[src/rtl/pipeline_pkg.sv]
// Shared definitions for the RV32IM pipeline stage registers.
// The state code doubles as the entry count.
package pipeline_pkg;

    localparam logic [1:0] ST_EMPTY     = 2'd0;
    localparam logic [1:0] ST_FULL      = 2'd1;
    localparam logic [1:0] ST_SKID_FULL = 2'd2;

    localparam logic [31:0] NOP = 32'h0000_0013;

endpackage

[src/rtl/pipe_stage_reg.sv]
// Handshaked pipeline stage register with flush-to-bubble and an optional
// 2-entry skid buffer that makes IN_READY a flop.
module pipe_stage_reg #(
    parameter int                    DATA_WIDTH   = 64,
    parameter logic [DATA_WIDTH-1:0] BUBBLE_VALUE = '0,
    parameter int                    SKID         = 1
) (
    input  logic                  CLK,
    input  logic                  RESET,
    input  logic [DATA_WIDTH-1:0] IN_DATA,
    input  logic                  IN_VALID,
    output logic                  IN_READY,
    input  logic                  FLUSH,
    output logic [DATA_WIDTH-1:0] OUT_DATA,
    output logic                  OUT_VALID,
    input  logic                  OUT_READY,
    output logic [1:0]            OCCUPANCY
);
    import pipeline_pkg::*;

    logic [1:0]            state_q;
    logic [1:0]            state_d;
    logic [DATA_WIDTH-1:0] main_q;
    logic [DATA_WIDTH-1:0] main_d;
    logic [DATA_WIDTH-1:0] skid_s;
    logic                  in_ready_s;
    logic                  out_valid_s;
    logic                  push_s;
    logic                  pop_s;

    assign out_valid_s = (state_q != ST_EMPTY);
    assign pop_s       = out_valid_s & OUT_READY;
    assign push_s      = IN_VALID & in_ready_s;

    // Next-state and main-register selection; FLUSH drops the input beat.
    always_comb begin
        state_d = state_q;
        main_d  = main_q;
        if (FLUSH) begin
            state_d = ST_EMPTY;
        end else begin
            case (state_q)
                ST_EMPTY: begin
                    if (push_s) begin
                        state_d = ST_FULL;
                        main_d  = IN_DATA;
                    end else begin
                        state_d = ST_EMPTY;
                    end
                end
                ST_FULL: begin
                    if (push_s && pop_s) begin
                        main_d = IN_DATA;
                    end else if (pop_s) begin
                        state_d = ST_EMPTY;
                    end else if (push_s && (SKID != 0)) begin
                        state_d = ST_SKID_FULL;
                    end else begin
                        state_d = ST_FULL;
                    end
                end
                ST_SKID_FULL: begin
                    if (pop_s) begin
                        state_d = ST_FULL;
                        main_d  = skid_s;
                    end else begin
                        state_d = ST_SKID_FULL;
                    end
                end
                default: begin
                    state_d = ST_EMPTY;
                end
            endcase
        end
    end

    // State and head-entry registers.
    always_ff @(posedge CLK) begin
        if (!RESET) begin
            state_q <= ST_EMPTY;
            main_q  <= BUBBLE_VALUE;
        end else begin
            state_q <= state_d;
            main_q  <= main_d;
        end
    end

    generate
        if (SKID != 0) begin : g_skid
            logic [DATA_WIDTH-1:0] skid_q;
            logic [DATA_WIDTH-1:0] skid_d;
            logic                  in_ready_q;
            logic                  in_ready_d;

            // Skid captures the beat that arrives while the head is stalled.
            always_comb begin
                skid_d     = skid_q;
                in_ready_d = (state_d != ST_SKID_FULL);
                if (FLUSH) begin
                    skid_d = BUBBLE_VALUE;
                end else if ((state_q == ST_FULL) && push_s && !pop_s) begin
                    skid_d = IN_DATA;
                end else begin
                    skid_d = skid_q;
                end
            end

            // Skid register and registered ready.
            always_ff @(posedge CLK) begin
                if (!RESET) begin
                    skid_q     <= BUBBLE_VALUE;
                    in_ready_q <= 1'b0;
                end else begin
                    skid_q     <= skid_d;
                    in_ready_q <= in_ready_d;
                end
            end

            assign skid_s     = skid_q;
            assign in_ready_s = in_ready_q & RESET;
        end else begin : g_noskid
            logic rst_done_q;

            // Holds ready low until the first edge after reset release.
            always_ff @(posedge CLK) begin
                if (!RESET) begin
                    rst_done_q <= 1'b0;
                end else begin
                    rst_done_q <= 1'b1;
                end
            end

            assign skid_s     = BUBBLE_VALUE;
            assign in_ready_s = RESET & rst_done_q & (!out_valid_s | OUT_READY);
        end
    endgenerate

    assign IN_READY  = in_ready_s;
    assign OUT_VALID = out_valid_s;
    assign OUT_DATA  = out_valid_s ? main_q : BUBBLE_VALUE;
    assign OCCUPANCY = state_q;

endmodule

[config.mk]
export PLATFORM = sky130hd
export DESIGN_NAME = pipe_stage_reg
export DESIGN_NICKNAME = d
export VERILOG_FILES = /design/src/rtl/pipeline_pkg.sv /design/src/rtl/pipe_stage_reg.sv
export SDC_FILE = /design/constraint.sdc
export NUM_CORES = 1
export LEC_CHECK = 0
export BUFFER_PORTS_ARGS = -buffer_cell sky130_fd_sc_hd__buf_4
export CAP_MARGIN = 20
export CORE_MARGIN = 5
export CORE_UTILIZATION = 59
export DETAILED_ROUTE_END_ITERATION = 8
export PLACE_DENSITY = 0.95
export SETUP_SLACK_MARGIN = 0.3
export SYNTH_ARGS = -nofsm -noshare
export SYNTH_HDL_FRONTEND = slang
export SYNTH_SLANG_ARGS = --single-unit
[constraint.sdc]
create_clock -name CLK -period 2.8 [get_ports CLK]
set_input_delay 0.42 -clock CLK [delete_from_list [all_inputs] [get_ports CLK]]
set_output_delay 0.42 -clock CLK [all_outputs]
set_load 0.02 [all_outputs]
* Yosys cells after proc, flatten, opt, wreduce, memory -nomap -nowiden
Cells that the tools add are included.
** Word-level totals
- Register bits after elaboration :: 131
- Input bits :: 69
- Output and inout bits :: 68
- Word-level logic and storage cells :: 36
** Cells by class
- Equal/unequal tests :: 6
- Muxes and demuxes :: 12
- Bitwise operators :: 5
- Reductions and logical operators :: 9
** Operator list (count)
- 2-to-1 mux 64 bit :: 4
- case mux 64 bit (3 select lines) :: 1
- 2-to-1 mux 2 bit :: 5
- inequality test 2 bit, second input constant :: 4
- case mux 2 bit (3 select lines) :: 1
- AND reduction 5 bit :: 1
- AND 1 bit :: 3
- logical AND 1 bit :: 3
- nonzero test 3 bit :: 1
- equality test 2 x 1 -> 1 bit, second input constant :: 1
- equality test 2 bit, second input constant :: 1
- zero test 2 bit :: 1
- NOT 1 bit :: 2
- nonzero test 2 bit :: 1
- OR reduction 2 bit :: 1
- zero test 1 bit :: 1
- 2-to-1 mux 1 bit :: 1

* Longest topological paths before layout
Gate-level depths: netlist (run 1).
- Depth in word-level cells :: 8
- Gate-level depth with buffers :: 6
- Mapped depth without buffers :: 3

* Least setup slack after synthesis (run 1)
Ideal clock, no wire load.
- Kind :: reg2out
- Start point :: register state_q[1], in the netlist OCCUPANCY[1]
- End point :: output port OUT_DATA[10]
- Arrival time :: 1.337 ns
- Data required time :: 2.380 ns
- Setup slack :: 1.043 ns
- Cell stages (with the launch flop) :: 5
- Buffers on the path :: 2
- Cell sequence :: dfxtp_1 -> nor2_1 -> clkbuf_1 -> clkbuf_1 -> nor2b_1
** On the way
- Longest elaborated chain between the ends :: 2
** Ends and longest elaborated chain
- from (decl) :: line pipe_stage_reg.sv:21 : logic [1:0] state_q;
- from (signal assigned) :: line pipe_stage_reg.sv:83 : state_q <= state_d;
- nonzero test 2 bit :: line pipe_stage_reg.sv:31 : assign out_valid_s = (state_q != ST_EMPTY);
- 2-to-1 mux 64 bit :: line pipe_stage_reg.sv:140 : assign OUT_DATA = out_valid_s ? main_q : BUBBLE_VALUE;
- to (decl) :: line pipe_stage_reg.sv:14 : output logic [DATA_WIDTH-1:0] OUT_DATA,
Every way passes these cells.

* Final worst setup path (run 1)
- Start point :: register state_q[0], in the netlist OCCUPANCY[0]
- End point :: output port OUT_DATA[15]
The elaborated chain is that of the path after synthesis.

==> results of run 1 <==
[cell type report]
type                       count  area, µm²
multi-input combinational    466       3230
sequential                   131       2620
fill                         679       2480
timing repair buffer         152       1190
clock buffer                  19        432
clock inverter                13        184
tap                          136        170
inverter                       3       11.3
[routing by layer]
metal / vias to the layer above / track usage / part of all wire
met5: - / 0 / 0
met4: 0 / 0.118 / 0.030
met3: 53 / 0.0540 / 0.079
met2: 329 / 0.497 / 0.52
met1: 2895 / 0.341 / 0.37
li1: 2772 / - / -
[synthesized netlist by cell type]
| library cell | instances |
|---|---|
| nand4b_1 | 1 |
| inv_2 | 1 |
| a21oi_1 | 64 |
| o31ai_1 | 1 |
| and2_1 | 1 |
| o21ai_0 | 64 |
| buf_2 | 21 |
| a311oi_1 | 64 |
| nor2_1 | 1 |
| nor3_1 | 1 |
| a21boi_0 | 1 |
| a211o_1 | 1 |
| dfxtp_1 | 131 |
| clkbuf_1 | 56 |
| and4bb_2 | 1 |
| nor2b_1 | 65 |
| nand3_1 | 65 |
| nand2b_1 | 3 |
| o31a_1 | 1 |
| a211oi_1 | 60 |
| buf_4 | 3 |
| nand2_1 | 1 |
| inv_1 | 2 |
| mux2i_1 | 65 |
| and4b_1 | 1 |
| buf_1 | 4 |
| buf_6 | 7 |
| a31o_1 | 1 |
| a211oi_2 | 4 |
[worst max-delay path by stage]
stage                            start  slack [ns]                 endpoint
3_3_place_gp                     RESET        0.87  main_q[21]$_SDFFE_PN0P_
3_5_place_dp                     RESET        0.82  main_q[16]$_SDFFE_PN0P_
5_1_grt        OCCUPANCY[1]$_SDFF_PN0_        0.43             OUT_DATA[15]
2_1_floorplan  OCCUPANCY[1]$_SDFF_PN0_        1.04             OUT_DATA[10]
4_1_cts        OCCUPANCY[1]$_SDFF_PN0_        0.54             OUT_DATA[15]
6_report       OCCUPANCY[0]$_SDFF_PN0_        0.53             OUT_DATA[15]
[sequential cells by signal, summed over array words and instances, names as in the netlist]
signal / flops
g_skid.in_ready_q: 1
OCCUPANCY: 2
main_q: 64
g_skid.skid_q: 64
[power groups by stage]
stage               Combinational [mW]  Sequential, mW  Clock, mW
floorplan                        0.199            1.95          0
global placement                 0.329            1.96          0
detailed placement               0.343            1.96          0
CTS                              0.348            1.92       2.30
global route                     0.379            1.92       2.39
finish                           0.354            1.92       2.30
[stage by stage]
stage	instance area [µm²]	hold WS, ns	utilization	worst slack (ns)
finish	7840	0.150	0.760	0.529
global route	7840	0.140	0.760	0.431
CTS	7840	0.142	0.760	0.544
detailed placement	7230	0.466	0.700	0.821
global placement	7230	0.459	0.700	0.868
floorplan	6260	0.453	-	1.04
[cells by family after synthesis]
logic type,share of synthesized area
mux,0.104
flops,0.419
buf+inv,0.0708
simple gates,0.128
compound gates,0.278
[layout by cell type (no fill, tap or decap), drive strengths merged, types with 3 or more instances in the layout]
cell type  synthesis  routed
nand2b             3       3
a21oi             64      64
a311oi            64      64
nor2b             65      65
dfxtp            131     131
inv                3       3
nand3             65      65
buf               35     152
clkbuf            56      19
clkinvlp           0       3
mux2i             65      65
a211oi            64      64
o21ai             64      64
bufinv             0       4
clkinv             0       6
==> results.sh, run 1 <==
export IMPL_critPathCaptureType="primary output"
export IMPL_clock_latency_ns=0.51
export IMPL_antenna_found_initial=0
export IMPL_drc=0
export IMPL_io_buffers=136
export IMPL_first_global_vias=6034
export IMPL_leakagePower_nw=3.13
export IMPL_synth_top_area_share=0.419
export IMPL_cap_violations=0
export IMPL_routed_via_density=6.58
export IMPL_combinationalPowerShare=0.077
export IMPL_ys_top_cells_by_area="dfxtp_1 (42%), mux2i_1 (10%), a311oi_1 (9.0%)"
export IMPL_seqPwrFrac=0.420
export IMPL_r2r_end="main_q[35]$_SDFFE_PN0P_"
export IMPL_cp_depth=4
export IMPL_drive_above_1_share=0.251
export IMPL_clock_skew_ns=0.00662
export IMPL_dpl_hpwl_mm=10.8
export IMPL_setup_viol=0
export IMPL_path_buf_inv=2
export IMPL_min_path_cells=2
export IMPL_syn_instance_count=691
export IMPL_reg2reg_slack_ns=0.76
export IMPL_max_vdd_ir_drop_mv=0.496
export IMPL_r2r_cells=4
export IMPL_dieWidth_um=113
export IMPL_p_int_mw=3.52
export IMPL_fp_dieH_um=113
export IMPL_routed_wl_mm=18.5
export IMPL_finalHoldViolations=0
export IMPL_cts_buffers=17
export IMPL_ioPinCount=137
export IMPL_maxSlewHeadroom=0.408
export IMPL_crit_family="flip-flops"
export IMPL_synth_nets=760
export IMPL_rsz0062_at_grt="false"
export IMPL_hold_buffers=0
export IMPL_maxSlewViolCount=0
export IMPL_row_count=37
export IMPL_synth_warnings=0
export IMPL_max_freq_mhz=440
export IMPL_timing_rr_start="OCCUPANCY[1]$_SDFF_PN0_"
export IMPL_worst_pin_slew_ns=0.888
export IMPL_coreArea_um2=10300
export IMPL_sw_frac_of_total=0.232
export IMPL_clk_pin_slew_worst_paths_ns=0.06
export IMPL_required_ns=2.38
export IMPL_grt_use_total=0.284
export IMPL_finalWeightedCongestion=0.853
export IMPL_hp_start="OUT_READY"
export IMPL_htree_levels=4
export IMPL_p_sw_mw=1.06
export IMPL_cts_tree="done"
export IMPL_ant_nets=0
export IMPL_cp_slowest_cell="dfxtp_1"
export IMPL_power_mw=4.58
export IMPL_hold_path_end="OCCUPANCY[1]$_SDFF_PN0_"
export IMPL_grt_pass1_wl_mm=29.7
export IMPL_placed_cells_incl_taps=888
export IMPL_grt_ovfl_total=0
export IMPL_routedWlPerCell_um=20.1
export IMPL_final_cells=920
export IMPL_fin_crit_sh=0.811
export IMPL_cts_sinks=131
export IMPL_worstPathCellList="nor2_4 -> buf_4 -> nor2b_1 -> buf_4"
export IMPL_cpMostUsedCell="buf_4"
export IMPL_synth_area_per_cell_um2=9.06
export IMPL_cp_arrival_ns=1.85
export IMPL_synth_top_area_cell="dfxtp_1"
export IMPL_criticalPathCategory="reg -> out"
export IMPL_final_min_clock_period_ns=2.27
export IMPL_ys_ff_latch=131
export IMPL_cts_resized_gates=0
export IMPL_antennaDiodeCount=0
export IMPL_root_buffer="clkbuf_8"
export IMPL_start_kind="flip-flop"
export IMPL_grt_max_degree=130
export IMPL_min_path_type="in -> reg"
export IMPL_start_util=0.606
export IMPL_path_max_fanout=40
export IMPL_synth_cell_types=29
export IMPL_via_count=6049
export IMPL_cts_setup_buffers=0
export IMPL_worst_path_largest_cell_delay_ns=0.56
export IMPL_p_clk_frac=0.503
export IMPL_drt_iter0_drc=456
export IMPL_status="finished, final reports clean"
export IMPL_first_pass_iters=5
export IMPL_areaGrowthSynthToFinish_pct=25.3
export IMPL_nets=840
export IMPL_clock_path_buffers=2
export IMPL_fin_setup_tns_ns=0
export IMPL_synth_seq_area_share=0.419
export IMPL_p_per_area_nw_per_um2=584
export IMPL_synth_area_um2=6260
export IMPL_die_area_um2=12800
(Power assumes the default switching activity.)
==> run 2: changes to the inputs <==
--- a/config.mk
+++ b/config.mk
@@ -8,9 +8,9 @@
 export BUFFER_PORTS_ARGS = -buffer_cell sky130_fd_sc_hd__buf_4
 export CAP_MARGIN = 20
 export CORE_MARGIN = 5
-export CORE_UTILIZATION = 59
+export CORE_UTILIZATION = 49
 export DETAILED_ROUTE_END_ITERATION = 8
-export PLACE_DENSITY = 0.95
+export PLACE_DENSITY = 0.87
 export SETUP_SLACK_MARGIN = 0.3
 export SYNTH_ARGS = -nofsm -noshare
 export SYNTH_HDL_FRONTEND = slang
==> constraint.sdc (replaced) <==
create_clock -name CLK -period 1.9 [get_ports CLK]
set_input_delay 0.285 -clock CLK [delete_from_list [all_inputs] [get_ports CLK]]
set_output_delay 0.285 -clock CLK [all_outputs]
set_load 0.02 [all_outputs]
==> run 2 against run 1 <==
  * Core utilization shrank 6.7 points
  * Count of clock-buffer cells in the layout is 2 higher
  * Die area up 19%
  * Global-route usage is 2.7 points lower
  * Clock power grew 50%
  * Power is 51% higher
  * First-iteration DRC count increased by 91%
  * Combinational power increased by 83%
  * Critical path depth up 2
==> results.sh, run 2 (synthesis gave the netlist of run 1 again) <==
export IMPL_dieWidth_um=123
export IMPL_ant_nets=0
export IMPL_dpl_hpwl_mm=11.2
export IMPL_routed_via_density=6.29
export IMPL_drt_iter0_drc=872
export IMPL_ioPinCount=137
export IMPL_sw_frac_of_total=0.223
export IMPL_p_sw_mw=1.55
export IMPL_leakagePower_nw=3.50
export IMPL_io_buffers=136
export IMPL_fin_crit_sh=0.936
export IMPL_setup_viol=0
export IMPL_min_path_type="in -> reg"
export IMPL_p_int_mw=5.38
export IMPL_final_min_clock_period_ns=1.78
export IMPL_placed_cells_incl_taps=935
export IMPL_grt_pass1_wl_mm=30.6
export IMPL_grt_use_total=0.256
export IMPL_worst_hold_slack_ns=0.123
export IMPL_final_common_cell="buf_4"
export IMPL_final_cells=993
export IMPL_finalWeightedCongestion=0.790
export IMPL_die_area_um2=15100
export IMPL_combinationalPowerShare=0.094
export IMPL_p_per_area_nw_per_um2=795
export IMPL_fp_dieH_um=123
export IMPL_coreArea_um2=12600
export IMPL_areaGrowthSynthToFinish_pct=39.1
export IMPL_setup_ws_ns=0.122
export IMPL_cap_violations=0
export IMPL_dp_slack_ns=0.222
export IMPL_start_util=0.498
export IMPL_start_kind="flip-flop"
export IMPL_grt_max_degree=89
export IMPL_clk_pin_slew_worst_paths_ns=0.05
export IMPL_max_vdd_ir_drop_mv=0.505
export IMPL_cts_tree="done"
export IMPL_cp_arrival_ns=1.49
export IMPL_p_clk_frac=0.498
export IMPL_first_pass_iters=6
export IMPL_root_buffer="clkbuf_16"
export IMPL_drc=0
export IMPL_antenna_found_initial=0
export IMPL_path_max_fanout=7
export IMPL_routedWlPerCell_um=20.7
export IMPL_clock_latency_ns=0.41
export IMPL_grt_ovfl_total=0
export IMPL_clock_path_buffers=2
export IMPL_cts_sinks=131
export IMPL_worst_pin_slew_ns=0.563
export IMPL_maxSlewHeadroom=0.625
export IMPL_maxSlewViolCount=0
export IMPL_criticalPathCategory="reg -> out"
export IMPL_fin_setup_tns_ns=0
export IMPL_htree_levels=4
export IMPL_status="finished, final reports clean"
export IMPL_final_cell_mix="buf_4 (147), dfxtp_1 (129), mux2i_1 (65), nand3_1 (65)"
export IMPL_routed_wl_mm=20.6
export IMPL_max_freq_mhz=562
export IMPL_finalHoldViolations=0
export IMPL_row_count=41
export IMPL_critPathCaptureType="primary output"
export IMPL_required_ns=1.62
export IMPL_clock_skew_ns=0.00782
export IMPL_antennaDiodeCount=0
export IMPL_seqPwrFrac=0.408
export IMPL_cts_buffers=17
export IMPL_via_count=6244
export IMPL_utilization=0.693
export IMPL_first_global_vias=5959
export IMPL_rsz0062_at_grt="true"
export IMPL_drive_above_1_share=0.313
export IMPL_nets=878
-- run 2: path summary, 6_finish.rpt --
path	slack [ns]	endpoint	depth (start not counted)	start
max	0.12	OUT_DATA[36]	6	OCCUPANCY[0]$_SDFF_PN0_
min reg2reg	0.47	g_skid.skid_q[10]$_SDFFE_PP0P_	2	g_skid.skid_q[10]$_SDFFE_PP0P_
min	0.12	OCCUPANCY[1]$_SDFF_PN0_	2	OUT_READY
max reg2reg	0.14	main_q[26]$_SDFFE_PN0P_	5	OCCUPANCY[1]$_SDFF_PN0_
-- run 2: power groups by stage --
stage	logic, mW	clock network (mW)	registers, mW
2_1_floorplan	0.293	0	2.88
3_3_place_gp	0.521	0	2.88
3_5_place_dp	0.531	0	2.88
4_1_cts	0.590	3.47	2.82
5_1_grt	0.684	3.61	2.83
6_report	0.649	3.45	2.83
-- run 2: repair_timing --
action | in CTS | in global routing
hold endpoints to repair | 0 | 0
setup endpoints to repair | 115 | 180
setup buffers | 7 | 8
pin swaps | 7 | 18
gates resized for setup | 37 | 34
cloned | 6 | 6
hold buffers | 0 | 0
-- run 2: per-layer routing --
layer	vias to the layer above	share of wire	wire length, µm	global-route usage
li1	2854	-	-	-
met1	3011	0.39	8080	0.310
met4	0	0.026	540	0.0976
met2	319	0.50	10300	0.444
met5	-	0	0	0
met3	60	0.078	1600	0.0595
-- run 2: critical path, cell delays in order (launching register included) --
cell     delay [ns]
dfxtp_2        0.33
buf_6          0.10
nor2_4         0.04
buf_6          0.13
buf_12         0.14
nor2b_1        0.16
buf_4          0.17
-- run 2: cell type report --
class / instances / area [µm²]
fillers: 941 / 3860
multi-input cells: 466 / 3370
flip-flops and latches: 131 / 2630
repair buffers: 190 / 1860
clock buffers: 21 / 470
well taps: 172 / 215
clock inverters: 10 / 155
inverters: 3 / 11.3
-- run 2: through the flow --
stage	area [µm²]	power, mW
2_1_floorplan	6260	3.17
3_3_place_gp	7400	3.40
3_5_place_dp	7400	3.42
4_1_cts	8390	6.89
5_1_grt	8710	7.13
6_report	8710	6.93
==> run 3: changes to the inputs <==
--- a/config.mk
+++ b/config.mk
@@ -6,11 +6,11 @@
 export NUM_CORES = 1
 export LEC_CHECK = 0
 export BUFFER_PORTS_ARGS = -buffer_cell sky130_fd_sc_hd__buf_4
-export CAP_MARGIN = 20
 export CORE_MARGIN = 5
 export CORE_UTILIZATION = 49
 export DETAILED_ROUTE_END_ITERATION = 8
 export PLACE_DENSITY = 0.87
+export RECOVER_POWER = 100
 export SETUP_SLACK_MARGIN = 0.3
 export SYNTH_ARGS = -nofsm -noshare
 export SYNTH_HDL_FRONTEND = slang
==> run 3 against run 2 <==
  * Hold slack gained 0.0018 ns
  * Highest routed layer unchanged
  * Combinational power shrank 3%
  * Largest power group unchanged
  * Final area shrank 2.8%
  * Critical path type unchanged
  * Routed wire length is essentially flat
  * Sequential power is essentially flat
==> results.sh, run 3 (synthesis gave the netlist of run 1 again) <==
export IMPL_drt_iter0_drc=820
export IMPL_final_cell_mix="dfxtp_1 (130), buf_4 (95), mux2i_1 (65), nand3_1 (65), o21ai_0 (64)"
export IMPL_antennaDiodeCount=0
export IMPL_dpl_hpwl_mm=11.2
export IMPL_grt_ovfl_total=0
export IMPL_max_vdd_ir_drop_mv=0.505
export IMPL_fp_dieH_um=123
export IMPL_final_common_cell="dfxtp_1"
export IMPL_grt_max_degree=89
export IMPL_grt_pass1_wl_mm=30.6
export IMPL_coreArea_um2=12600
export IMPL_timing_rr_start="OCCUPANCY[1]$_SDFF_PN0_"
export IMPL_grt_use_total=0.256
export IMPL_nets=878
export IMPL_required_ns=1.62
export IMPL_criticalPathCategory="reg -> out"
export IMPL_worst_pin_slew_ns=0.552
export IMPL_cp_arrival_ns=1.54
export IMPL_antenna_found_initial=0
export IMPL_startpoint="OCCUPANCY[0]$_SDFF_PN0_"
export IMPL_start_util=0.498
export IMPL_max_freq_mhz=548
export IMPL_critPathCaptureType="primary output"
export IMPL_reg2reg_slack_ns=0.12
export IMPL_path_max_fanout=7
export IMPL_cap_violations=0
export IMPL_min_path_cells=2
export IMPL_p_per_area_nw_per_um2=817
export IMPL_r2r_cells=6
export IMPL_areaGrowthSynthToFinish_pct=35.3
export IMPL_ioPinCount=137
export IMPL_die_area_um2=15100
export IMPL_finalHoldViolations=0
export IMPL_hold_buffers=0
export IMPL_hold_path_end="OCCUPANCY[1]$_SDFF_PN0_"
export IMPL_first_global_vias=5959
export IMPL_htree_levels=4
export IMPL_row_count=41
export IMPL_dieWidth_um=123
export IMPL_via_count=6249
export IMPL_dp_slack_ns=0.222
export IMPL_setup_ws_ns=0.0756
export IMPL_maxSlewHeadroom=0.632
export IMPL_cts_sinks=131
export IMPL_hp_start="OUT_READY"
export IMPL_maxSlewViolCount=0
export IMPL_io_buffers=136
export IMPL_final_min_clock_period_ns=1.82
export IMPL_cts_tree="done"
export IMPL_clock_path_buffers=2
export IMPL_clock_skew_ns=0.00662
export IMPL_cts_buffers=17
export IMPL_drc=0
export IMPL_leakagePower_nw=3.40
export IMPL_root_buffer="clkbuf_16"
export IMPL_routed_wl_mm=20.6
export IMPL_fin_crit_sh=0.960
export IMPL_routed_via_density=6.29
export IMPL_routedWlPerCell_um=20.7
export IMPL_clock_latency_ns=0.42
export IMPL_clk_pin_slew_worst_paths_ns=0.05
export IMPL_min_path_type="in -> reg"
export IMPL_worst_hold_slack_ns=0.125
export IMPL_setup_viol=0
export IMPL_ant_nets=0
export IMPL_drive_above_1_share=0.301
export IMPL_r2r_end="g_skid.skid_q[49]$_SDFFE_PP0P_"
export IMPL_finalWeightedCongestion=0.790
export IMPL_power_mw=6.92
export IMPL_rsz0062_at_grt="true"
export IMPL_start_kind="flip-flop"
export IMPL_first_pass_iters=5
export IMPL_status="finished, final reports clean"
export IMPL_placed_cells_incl_taps=935
export IMPL_final_cells=993
==> run 3: changes by cell type in the layout (fill, tap and decap cells not counted), moves of 2 or more <==
cell and change:
buf_4 -52, clkbuf_2 +51, buf_6 -6, clkbuf_1 +6
clkbuf_4 +4, o21ai_0 +4, o21ai_1 -4, a211oi_1 +2
a211oi_2 -2, buf_16 -2
==> run 3: layout make-up <==
class / count / area (µm²)
fill: 998 / 4100
multi-input combinational: 466 / 3350
sequential: 131 / 2630
timing repair buffer: 190 / 1640
clock buffer: 21 / 470
tap: 172 / 215
clock inverter: 10 / 155
inverter: 3 / 11.3
==> run 3: repair_timing <==
| action | CTS | global route |
|---|---|---|
| gates resized for setup | 37 | 34 |
| endpoints found under the setup margin | 115 | 180 |
| gates cloned | 6 | 6 |
| setup buffers | 7 | 8 |
| pin swaps | 7 | 18 |
==> run 3: worst max path at each step <==
stage / end / cells after the start
after floorplan: OUT_DATA[10] / 4
after global placement: main_q[39]$_SDFFE_PN0P_ / 5
after detailed placement: main_q[0]$_SDFFE_PN0P_ / 5
after CTS: OUT_DATA[23] / 6
after global routing: g_skid.skid_q[49]$_SDFFE_PP0P_ / 6
final: OUT_DATA[32] / 6
==> run 3: layer usage <==
layer / global-route usage / wire length (µm)
met5: 0 / 0
met4: 0.0976 / 554
met3: 0.0595 / 1590
met2: 0.444 / 10300
met1: 0.310 / 8080
==> run 3: through the flow <==
step	cell area (µm²)	TNS (ns)	util
detailed placement	7400	0	0.589
global route	8470	-0.0146	0.674
global placement	7400	0	0.589
floorplan	6260	0	-
CTS	8390	0	0.667
finish	8470	0	0.674
==> run 3: where the power goes <==
part	total (mW)	switching (mW)	internal, mW
logic	0.630	0.343	0.287
registers	2.83	0.0289	2.80
clock network	3.46	1.18	2.28
==> run 3: critical path, cell delays in order, from the launching register on <==
cell     delay, ns
dfxtp_1       0.35
buf_6         0.12
nor2_4        0.04
buf_6         0.13
buf_12        0.14
nor2b_1       0.17
buf_4         0.17
